`config.mk`:
```
export PLATFORM = sky130hd
export DESIGN_NAME = ex_mem_stage
export DESIGN_NICKNAME = d
export VERILOG_FILES = /design/src/rtl/ex_mem_stage.sv
export SDC_FILE = /design/constraint.sdc
export NUM_CORES = 1
export LEC_CHECK = 0
export CAP_MARGIN = 20
export CORE_MARGIN = 10
export CORE_UTILIZATION = 30
export CTS_CLUSTER_SIZE = 24
export DETAILED_ROUTE_END_ITERATION = 16
export HOLD_SLACK_MARGIN = 0.15
export PLACE_DENSITY = 0.63
export RECOVER_POWER = 25
export SYNTH_ARGS = -nofsm -noshare
export SYNTH_HDL_FRONTEND = slang
export SYNTH_SLANG_ARGS = --single-unit
```
`constraint.sdc`:
```
create_clock -name clk -period 2.45 [get_ports clk]
set_clock_uncertainty 0.2 [all_clocks]
set_input_delay 0.735 -clock clk [delete_from_list [all_inputs] [get_ports clk]]
set_output_delay 0.735 -clock clk [all_outputs]
set_load 0.1 [all_outputs]
```
`src/rtl/ex_mem_stage.sv`:
```
// EX/MEM pipeline stage: two-entry skid buffer with valid/ready flow control, flush and branch-taken.
// Optional performance counters (stall_cnt, flush_cnt) are built when EX_MEM_PERF_EN is defined.
module ex_mem_stage #(
    parameter int XLEN   = 64,
    parameter int RD_W   = 5,
    parameter int CTRL_W = 4
) (
    input  logic              clk,
    input  logic              rst_n,
    input  logic              flush,
    input  logic              in_valid,
    output logic              in_ready,
    input  logic [XLEN-1:0]   in_pc,
    input  logic [XLEN-1:0]   in_pc_plus_imm,
    input  logic [XLEN-1:0]   in_alu_result,
    input  logic [XLEN-1:0]   in_rd2,
    input  logic [RD_W-1:0]   in_rd,
    input  logic              in_zero,
    input  logic              in_branch,
    input  logic [CTRL_W-1:0] in_ctrl,
    output logic              out_valid,
    input  logic              out_ready,
    output logic [XLEN-1:0]   out_pc,
    output logic [XLEN-1:0]   out_pc_plus_imm,
    output logic [XLEN-1:0]   out_alu_result,
    output logic [XLEN-1:0]   out_rd2,
    output logic [RD_W-1:0]   out_rd,
    output logic              out_zero,
    output logic              out_branch,
    output logic [CTRL_W-1:0] out_ctrl,
    output logic              branch_taken
`ifdef EX_MEM_PERF_EN
  , output logic [31:0]       stall_cnt
  , output logic [31:0]       flush_cnt
`endif
);

    typedef struct packed {
        logic [XLEN-1:0]   pc;
        logic [XLEN-1:0]   pc_plus_imm;
        logic [XLEN-1:0]   alu_result;
        logic [XLEN-1:0]   rd2;
        logic [RD_W-1:0]   rd;
        logic              zero;
        logic              branch;
        logic [CTRL_W-1:0] ctrl;
    } payload_t;

    payload_t in_payload;
    payload_t main_reg, main_next;
    payload_t skid_reg, skid_next;
    logic     main_valid_reg, main_valid_next;
    logic     skid_valid_reg, skid_valid_next;
    logic     accept;
    logic     drain;

    always_comb begin
        in_payload             = '0;
        in_payload.pc          = in_pc;
        in_payload.pc_plus_imm = in_pc_plus_imm;
        in_payload.alu_result  = in_alu_result;
        in_payload.rd2         = in_rd2;
        in_payload.rd          = in_rd;
        in_payload.zero        = in_zero;
        in_payload.branch      = in_branch;
        in_payload.ctrl        = in_ctrl;
    end

    // in_ready comes only from the skid valid register, so out_ready never reaches it combinationally.
    assign in_ready = ~skid_valid_reg;
    assign accept   = in_valid & in_ready & ~flush;
    assign drain    = main_valid_reg & out_ready;

    always_comb begin
        main_next       = main_reg;
        skid_next       = skid_reg;
        main_valid_next = main_valid_reg;
        skid_valid_next = skid_valid_reg;
        if (flush) begin
            main_valid_next = 1'b0;
            skid_valid_next = 1'b0;
        end else if (!main_valid_reg || drain) begin
            if (skid_valid_reg) begin
                main_next       = skid_reg;
                main_valid_next = 1'b1;
                skid_valid_next = 1'b0;
            end else if (accept) begin
                main_next       = in_payload;
                main_valid_next = 1'b1;
            end else begin
                main_valid_next = 1'b0;
            end
        end else if (accept) begin
            skid_next       = in_payload;
            skid_valid_next = 1'b1;
        end
    end

    always_ff @(posedge clk) begin
        if (!rst_n) begin
            main_reg       <= '0;
            skid_reg       <= '0;
            main_valid_reg <= 1'b0;
            skid_valid_reg <= 1'b0;
        end else begin
            main_reg       <= main_next;
            skid_reg       <= skid_next;
            main_valid_reg <= main_valid_next;
            skid_valid_reg <= skid_valid_next;
        end
    end

    assign out_valid       = main_valid_reg;
    assign out_pc          = main_reg.pc;
    assign out_pc_plus_imm = main_reg.pc_plus_imm;
    assign out_alu_result  = main_reg.alu_result;
    assign out_rd2         = main_reg.rd2;
    assign out_rd          = main_reg.rd;
    assign out_zero        = main_reg.zero;
    assign out_branch      = main_reg.branch;
    assign out_ctrl        = main_reg.ctrl;
    assign branch_taken    = main_valid_reg & main_reg.branch & main_reg.zero;

`ifdef EX_MEM_PERF_EN
    logic [31:0] stall_cnt_reg;
    logic [31:0] flush_cnt_reg;
    logic        stall_inc;
    logic        flush_inc;

    assign stall_inc = main_valid_reg & ~out_ready;
    assign flush_inc = flush & (main_valid_reg | skid_valid_reg);

    // Both counters saturate rather than wrap.
    always_ff @(posedge clk) begin
        if (!rst_n) begin
            stall_cnt_reg <= '0;
            flush_cnt_reg <= '0;
        end else begin
            if (stall_inc && stall_cnt_reg != 32'hFFFF_FFFF)
                stall_cnt_reg <= stall_cnt_reg + 32'd1;
            if (flush_inc && flush_cnt_reg != 32'hFFFF_FFFF)
                flush_cnt_reg <= flush_cnt_reg + 32'd1;
        end
    end

    assign stall_cnt = stall_cnt_reg;
    assign flush_cnt = flush_cnt_reg;
`endif

endmodule

```
==> results of run 1 <==
==> per-stage QoR <==
| step | util, % | hold slack [ns] |
|---|---|---|
| 4_1_cts | 41.2 | 0.255 |
| 5_1_grt | 41.1 | 0.267 |
| 2_1_floorplan | - | 0.231 |
| 3_3_place_gp | 38.6 | 0.238 |
| 6_report | 41.1 | 0.252 |
| 3_5_place_dp | 38.6 | 0.244 |
==> cells in the final DEF, fill, tap and decap left out, drive strengths merged <==
cell           instances
or3b                   1
clkinvlp               3
nor2                   1
nor3                   1
dlygate4sd3            1
clkdlybuf4s50        269
mux2                 267
bufinv                 7
nor4b                  1
nand2b                 2
dfxtp                536
a21oi                  1
buf                  378
clkinv                10
diode                 10
nand2               1068
and3                   1
clkbuf               108
inv                    5
mux2i                534
==> power by group <==
part / internal, mW / switching [mW]
clock: 5.64 / 3.80
combinational: 1.34 / 2.70
sequential: 8.99 / 0.171
==> cell families (layout without fill, tap and decap cells) <==
family,count (synthesis),count (layout),synth area share [%]
other,0,10,0
and+or+nand+nor,1075,1075,16.7
buffers and inverters,210,781,4.62
AOI/OAI and AO/OA,1,1,0.0206
DFF,536,536,44.2
muxes,801,801,34.4
==> path summary, 6_finish.rpt <==
check,from,to,cells after the start
max reg2reg,skid_valid_reg,out_pc_plus_imm[31],6
min reg2reg,skid_reg[119],skid_reg[119],2
min,skid_reg[119],skid_reg[119],2
max,out_ready,out_alu_result[48],6
==> area by class of cell <==
class | instances | share of cell area [%]
Antenna cell | 10 | 0.0759
Clock buffer | 88 | 5.24
Clock inverter | 24 | 1.03
Inverter | 1 | 0.0114
Multi-Input combinational cell | 1877 | 37.7
Sequential cell | 536 | 32.6
Tap cell | 1060 | 4.02
Timing Repair Buffer | 668 | 19.4
==> tightest hold or removal path, stage by stage (launching register included) <==
cell and delay, ns:
dfxtp_1 0.31, nand2_1 0.05, mux2i_1 0.05
==> routing by layer <==
layer	routed length (um)	up-vias	track usage, %
met5	60	-	0
li1	-	9693	-
met3	3950	126	3.77
met4	2020	10	5.46
met2	35000	398	25.3
met1	30000	9002	17.2
==> impl_metrics.env, run 1 <==
export IMPL_outcome="complete, no violations"
export IMPL_number_of_synthesized_flops_with_an_enable_pin=0
export IMPL_flow_area_growth_from_synthesis_pct=35.9
export IMPL_synth_cells=2623
export IMPL_rsz_0062_raised_after_global_routing="false"
export IMPL_timing_final_crit_share_pct=96.0
export IMPL_drt_first_pass_iters=5
export IMPL_die_w_um=304
export IMPL_h_tree_depth=2
export IMPL_root_buffer="clkbuf_16"
export IMPL_routed_via_count_divided_by_cell_count=4.51
export IMPL_yosysTopAreaCellShare_pct=44.2
export IMPL_postRouteWirelength_um=71000
export IMPL_cells_resized_by_post_cts_repair=0
export IMPL_worst_setup_hold_path_clk_slew_ns=0.06
export IMPL_maximum_resistive_drop_on_vdd_uv=572
export IMPL_cts_tree="yes"
export IMPL_fin_ws_ns=0.0989
export IMPL_layoutNonFillerInstCount=4264
export IMPL_synth_top_cells_by_area="dfxtp_1, mux2i_1, nand2_1"
export IMPL_detail_route_antenna_nets=0
export IMPL_critPathBufInv=3
export IMPL_cts_sinks=536
export IMPL_start_kind="input port"
export IMPL_critical_path_class="in2reg"
export IMPL_number_of_cts_inserted_buffers=60
export IMPL_layout_drive_gt1_share_pct=23.8
export IMPL_via_count_of_the_first_global_routing_pass=19100
export IMPL_initial_utilization_pct=30.2
export IMPL_finish_net_count=3416
export IMPL_endpoint_kind="flip-flop"
export IMPL_max_fclk_mhz=425
export IMPL_dpl_cell_area_sq_mm=0.0310
export IMPL_worstPathCellList="dlygate4sd3_1, nand2b_1, or3b_1, buf_12, clkbuf_4, mux2i_1"
export IMPL_final_cell_area_sq_mm=0.0330
export IMPL_timing_slew_headroom_pct=39.9
export IMPL_placement_io_buffers=541
export IMPL_finalMaxSlewViolations=0
export IMPL_multi_input_comb_area_sq_mm=0.0124
export IMPL_dp_final_hpwl_um=51800
export IMPL_largest_register_ffs=267
export IMPL_antenna_violations_before_repair=15
export IMPL_synth_net_count=2895
export IMPL_chipHeight_um=304
export IMPL_design_die_area_sq_mm=0.0926
export IMPL_reg2reg_setup_slack_ns=0.39
export IMPL_critical_path_slowest_cell="dlygate4sd3_1"
export IMPL_sequential_element_share_of_the_synthesized_area_pct=44.2
export IMPL_finalSetupTns_ns=0
export IMPL_post_route_min_period_ns=2.35
export IMPL_cp_data_required_time_ns=2.73
export IMPL_num_vias=19200
export IMPL_clock_insertion_delay_worst_skew_ns=0.62
export IMPL_hold_buffers=0
export IMPL_drtIter0Drc=837
export IMPL_cts_path_max_buffers=3
export IMPL_fillCellCount=7883
export IMPL_drt_wirelength_per_cell_um=16.6
export IMPL_gp_congestion=0.793
export IMPL_max_stage_delay_ns=0.53
export IMPL_cp_top_family="buffers and inverters"
export IMPL_floorplan_core_area_sq_mm=0.0803
export IMPL_design_portCount=542
export IMPL_fin_total_pwr_mw=22.6
export IMPL_post_synth_cell_area_avg_sq_um=9.25
export IMPL_row_count=104
export IMPL_dpl_cell_count=4141
export IMPL_setup_violations=0
export IMPL_critPathMaxFanout=18
export IMPL_post_cts_repair_setup_buffers=1
export IMPL_synth_common_cells="nand2_1, dfxtp_1, mux2i_1"
export IMPL_number_of_hold_violations_in_the_final_report=0
export IMPL_netlist_area_sq_mm=0.0243
export IMPL_timing_worst_slew_pin_value_ns=0.901
export IMPL_grtUsageTotal_pct=14.6
export IMPL_drc_markers=0
export IMPL_hp_class="reg2reg"
export IMPL_setup_slack_after_placement_ns=-0.396
export IMPL_postSynth_asyncResetShare_pct=0
export IMPL_sequential_cell_area_sq_mm=0.0107
export IMPL_synth_seq_cells=536
export IMPL_synth_flop_cell="dfxtp_1"
export IMPL_worst_endpoint_arrival_ns=2.63
export IMPL_synth_largest_area_cell="dfxtp_1"
export IMPL_p_leak_nw=13.9
export IMPL_globalRouteOverflowTotal=0
export IMPL_pin_count_of_the_biggest_net_entering_global_routing=105
export IMPL_grt_first_pass_wirelength_um=111000
export IMPL_powerDensity_mw_per_mm2=686
export IMPL_max_cap_violations=0
export IMPL_yosys_cell_count_top_type="nand2_1"
export IMPL_synth_warning_count=0
export IMPL_yosys_cell_types_count=17
(Power assumes the default switching activity.)
==> run 2, diff against run 1 <==
Settings changed: CTS_CLUSTER_DIAMETER set to 30, GPL_TIMING_DRIVEN set to 0.
==> impl_metrics.env, run 2 (synthesized netlist as in run 1, its figures left out) <==
export IMPL_outcome="complete, no violations"
export IMPL_detail_route_antenna_nets=0
export IMPL_timing_final_crit_share_pct=97.9
export IMPL_worst_endpoint_arrival_ns=1.46
export IMPL_worst_setup_hold_path_clk_slew_ns=0.05
export IMPL_fin_total_pwr_mw=32.9
export IMPL_drtIter0Drc=818
export IMPL_drt_first_pass_iters=5
export IMPL_cp_depth=1
export IMPL_hp_class="reg2reg"
export IMPL_hold_buffers=0
export IMPL_drc_markers=0
export IMPL_maximum_resistive_drop_on_vdd_uv=551
export IMPL_max_cap_violations=0
export IMPL_min_path_cells=2
export IMPL_gp_congestion=0.823
export IMPL_placement_io_buffers=540
export IMPL_critical_path_slowest_cell="buf_2"
export IMPL_layout_cells_most_common="nand2_1"
export IMPL_drt_wirelength_per_cell_um=19.4
export IMPL_pin_count_of_the_biggest_net_entering_global_routing=17
export IMPL_timing_hold_worst_endpoint="skid_reg[247]"
export IMPL_design_die_area_sq_mm=0.0926
export IMPL_fillCellCount=7828
export IMPL_number_of_cts_inserted_buffers=149
export IMPL_grt_first_pass_wirelength_um=131000
export IMPL_h_tree_depth=4
export IMPL_num_vias=20600
export IMPL_max_fclk_mhz=417
export IMPL_critPathMaxFanout=2
export IMPL_finish_net_count=3590
export IMPL_clock_insertion_delay_worst_skew_ns=0.69
export IMPL_final_cell_area_sq_mm=0.0356
export IMPL_multi_input_comb_area_sq_mm=0.0124
export IMPL_cts_sinks=536
export IMPL_dp_final_hpwl_um=64400
export IMPL_routed_via_count_divided_by_cell_count=4.57
export IMPL_antenna_violations_before_repair=21
export IMPL_worstPathCellList="buf_2"
export IMPL_critical_path_class="reg2out"
export IMPL_initial_utilization_pct=30.2
export IMPL_die_w_um=304
export IMPL_grtUsageTotal_pct=18.1
export IMPL_floorplan_core_area_sq_mm=0.0803
export IMPL_most_common_layout_cells="nand2_1, mux2i_1, dfxtp_1"
export IMPL_start_kind="flip-flop"
export IMPL_critPathBufInv=1
export IMPL_max_stage_delay_ns=0.43
export IMPL_timing_worst_slew_pin_value_ns=1.05
export IMPL_powerDensity_mw_per_mm2=926
export IMPL_rsz_0062_raised_after_global_routing="false"
export IMPL_via_count_of_the_first_global_routing_pass=21000
export IMPL_dpl_cell_area_sq_mm=0.0310
export IMPL_flow_area_growth_from_synthesis_pct=46.6
export IMPL_endpoint_kind="output pin"
export IMPL_timing_slew_headroom_pct=30.0
export IMPL_largest_register_ffs=267
export IMPL_reg2reg_to="skid_reg[48]"
export IMPL_cp_top_family="buffers and inverters"
export IMPL_sequential_cell_area_sq_mm=0.0107
export IMPL_chipHeight_um=304
export IMPL_design_portCount=542
export IMPL_reg2reg_setup_slack_ns=0.19
export IMPL_r2r_start="skid_valid_reg"
export IMPL_root_buffer="clkbuf_16"
export IMPL_hold_start="skid_reg[247]"
export IMPL_layout_drive_gt1_share_pct=26.0
export IMPL_globalRouteOverflowTotal=0
export IMPL_row_count=104
export IMPL_number_of_hold_violations_in_the_final_report=0
export IMPL_setup_violations=0
export IMPL_cts_tree="yes"
export IMPL_finalMaxSlewViolations=0
export IMPL_cp_data_required_time_ns=1.51
export IMPL_r2r_cells=6
export IMPL_postRouteWirelength_um=87200
export IMPL_p_leak_nw=15.3
export IMPL_cts_path_max_buffers=3
export IMPL_post_route_min_period_ns=2.40
export IMPL_finalHoldWorstSlack_ns=0.250
run 2: cell count changes in the layout (fill, tap and decap cells not counted), sizes merged:
cell and change:
diode -1, inv -1, dlygate4sd3 -1, buf -60, clkdlybuf4s50 +1, bufinv +7, clkbuf +261, clkinvlp +5
clkinv +31
run 2: cell type report:
| cell class | count | share of cell area [%] |
|---|---|---|
| clock buffers | 204 | 12.1 |
| well taps | 1060 | 3.73 |
| clock inverters | 66 | 2.62 |
| inverters | 1 | 0.0246 |
| plain buffers | 206 | 3.16 |
| repair buffers | 547 | 13.3 |
| diodes | 9 | 0.0633 |
| flip-flops and latches | 536 | 30.2 |
| multi-input cells | 1877 | 34.9 |
run 2: report_power, final:
group / total, mW / switching, mW / internal [mW]
combinational: 4.05 / 2.82 / 1.23
clock: 19.7 / 6.02 / 13.7
sequential: 9.18 / 0.151 / 9.03
run 2: routing by layer:
metal / vias up / GRT usage, % / routed length (um)
met5: - / 0 / 161
met1: 9751 / 20.6 / 36200
met2: 501 / 30.6 / 42100
li1: 10100 / - / -
met3: 167 / 6.64 / 6170
met4: 24 / 6.92 / 2550
run 2: how the worst max path moves through the flow:
stage | to | slack (ns) | startpoint
after floorplan | in_ready | 0.13 | skid_valid_reg
after global placement | out_pc[61] | -0.99 | rst_n
after detailed placement | out_alu_result[39] | -1.04 | rst_n
after CTS | in_ready | -0.21 | skid_valid_reg
after global routing | out_pc_plus_imm[37] | 0.00007 | out_pc_plus_imm[37]
final | out_pc[12] | 0.05 | out_pc[12]
run 2: repair_timing:
| item | in CTS | in global routing |
|---|---|---|
| resized for setup | 1556 | 52 |
| gates cloned | 0 | 0 |
| setup endpoints to repair | 540 | 60 |
| buffers inserted | 3 | 4 |
| hold endpoints to repair | 0 | 0 |
| pin swaps | 0 | 0 |
run 2: metrics by stage:
stage | setup TNS (ns) | std cells | worst slack [ns] | util (%)
floorplan | 0 | 2623 | 0.134 | -
detailed placement | -415.53 | 4224 | -1.04 | 38.6
global placement | -406.69 | 4223 | -0.987 | 38.6
finish | 0 | 4506 | 0.0512 | 44.3
CTS | -0.211 | 4495 | -0.211 | 44.2
global route | 0 | 4504 | 0.0000678 | 44.3
==> run 3, diff against run 2 <==
Settings changed: CORE_MARGIN 10 to 1.5.
==> impl_metrics.env, run 3 (synthesized netlist as in run 1, its figures left out) <==
export IMPL_timing_final_crit_share_pct=99.5
export IMPL_root_buffer="clkbuf_16"
export IMPL_outcome="complete, no violations"
export IMPL_final_cell_area_sq_mm=0.0352
export IMPL_design_die_area_sq_mm=0.0826
export IMPL_clock_insertion_delay_worst_skew_ns=0.71
export IMPL_timing_slew_headroom_pct=31.2
export IMPL_critical_path_slowest_cell="dfxtp_2"
export IMPL_setup_violations=0
export IMPL_via_count_of_the_first_global_routing_pass=20700
export IMPL_placement_io_buffers=540
export IMPL_p_leak_nw=15.1
export IMPL_grt_util_met1_pct=23.3
export IMPL_drc_markers=0
export IMPL_hp_class="reg2reg"
export IMPL_max_fclk_mhz=410
export IMPL_dpl_cell_area_sq_mm=0.0312
export IMPL_floorplan_core_area_sq_mm=0.0803
export IMPL_drt_first_pass_iters=5
export IMPL_largest_register_ffs=267
export IMPL_layout_cells_most_common="nand2_1"
export IMPL_grt_first_pass_wirelength_um=122000
export IMPL_globalRouteOverflowTotal=0
export IMPL_grt_met2_usage_pct=31.1
export IMPL_post_route_min_period_ns=2.44
export IMPL_worstPathCellList="buf_6, buf_12, inv_2, buf_12"
export IMPL_powerDensity_mw_per_mm2=884
export IMPL_timing_worst_slew_pin_value_ns=1.03
export IMPL_gp_congestion=0.821
export IMPL_fin_total_pwr_mw=31.1
export IMPL_drtIter0Drc=791
export IMPL_max_stage_delay_ns=0.31
export IMPL_design_portCount=542
export IMPL_initial_utilization_pct=30.2
export IMPL_finish_net_count=3588
export IMPL_cts_tree="yes"
export IMPL_h_tree_depth=4
export IMPL_multi_input_comb_area_sq_mm=0.0124
export IMPL_row_count=104
export IMPL_die_w_um=287
export IMPL_hold_buffers=0
export IMPL_finalMaxSlewViolations=0
export IMPL_flow_area_growth_from_synthesis_pct=44.9
export IMPL_worst_endpoint_arrival_ns=1.50
export IMPL_pin_count_of_the_biggest_net_entering_global_routing=17
export IMPL_cp_common_cell="buf_12"
export IMPL_antenna_violations_before_repair=24
export IMPL_dp_final_hpwl_um=59300
export IMPL_maximum_resistive_drop_on_vdd_uv=517
export IMPL_number_of_cts_inserted_buffers=137
export IMPL_max_cap_violations=0
export IMPL_postRouteWirelength_um=81900
export IMPL_most_common_layout_cells="nand2_1, mux2i_1, dfxtp_1"
export IMPL_drt_wirelength_per_cell_um=18.2
export IMPL_cts_sinks=536
export IMPL_critical_path_class="reg2out"
export IMPL_rsz_0062_raised_after_global_routing="true"
export IMPL_critPathMaxFanout=12
export IMPL_layout_drive_gt1_share_pct=25.6
export IMPL_number_of_hold_violations_in_the_final_report=0
export IMPL_sequential_cell_area_sq_mm=0.0107
export IMPL_worst_setup_hold_path_clk_slew_ns=0.05
export IMPL_start_kind="flip-flop"
export IMPL_cp_top_family="buffers and inverters"
export IMPL_cp_data_required_time_ns=1.51
export IMPL_chipHeight_um=287
export IMPL_detail_route_antenna_nets=0
export IMPL_fillCellCount=7946
export IMPL_reg2reg_setup_slack_ns=0.25
export IMPL_globalRouteMet3Util_pct=5.67
export IMPL_routed_via_count_divided_by_cell_count=4.54
export IMPL_critPathBufInv=4
export IMPL_endpoint_kind="output pin"
export IMPL_busiest_layer_in_global_routing="met2"
export IMPL_num_vias=20400
export IMPL_cts_path_max_buffers=3
export IMPL_grtUsageTotal_pct=19.3
## run 3: cell types whose count changed in the layout (fill, tap and decap cells not counted), sizes merged
cell	before	now
buf	318	334
clkinv	41	44
clkbuf	369	336
bufinv	14	9
diode	9	19
clkinvlp	8	12
inv	4	3
## run 3: layout make-up
cell class                 instances  share of cell area (%)
tap                             1060                    3.77
multi-input combinational       1877                    35.3
timing repair buffer             556                    13.5
inverter                           1                  0.0107
sequential                       536                    30.5
clock inverter                    67                    2.65
clock buffer                     177                    10.8
antenna                           19                   0.135
buffer                           207                    3.24
## run 3: final timing paths
| path | from | endpoint | depth (start not counted) |
|---|---|---|---|
| min | skid_reg[182] | skid_reg[182] | 2 |
| max reg2reg | skid_valid_reg | skid_reg[174] | 7 |
| min reg2reg | skid_reg[182] | skid_reg[182] | 2 |
| max | skid_valid_reg | in_ready | 4 |
## run 3: repair_timing
action / in CTS / in global routing
setup buffers: 0 / 11
endpoints found under the setup margin: 470 / 303
gates resized for setup: 1480 / 64
## run 3: power breakdown
part | switching (mW) | internal (mW)
clock | 5.92 | 12.0
sequential | 0.149 | 9.03
combinational | 2.80 | 1.23
total | 8.87 | 22.2
## run 3: through the flow
stage	TNS [ns]	instances	util (%)	hold slack (ns)	worst slack, ns
6_report	0	4500	43.8	0.250	0.0134
5_1_grt	-0.0501	4495	43.8	0.267	-0.0501
4_1_cts	-26.67	4471	43.5	0.251	-0.345
3_5_place_dp	-293.73	4230	38.8	0.243	-0.832
3_3_place_gp	-321.72	4223	38.6	0.238	-0.871
2_1_floorplan	0	2623	-	0.231	0.134
## run 3: tightest hold or removal path: cells and delay by family (launching register included)
kind | cells | cell delay [ns]
AND/OR/NAND/NOR | 1 | 0.05
flip-flops | 1 | 0.30
multiplexers | 1 | 0.05
## run 3: metal layers
metal | wire, um | up-vias | share of wire (%)
li1 | - | 10100 | -
met5 | 58 | - | 0.071
met4 | 2930 | 10 | 3.6
met3 | 5410 | 180 | 6.6
met2 | 38500 | 535 | 47
met1 | 35000 | 9606 | 43
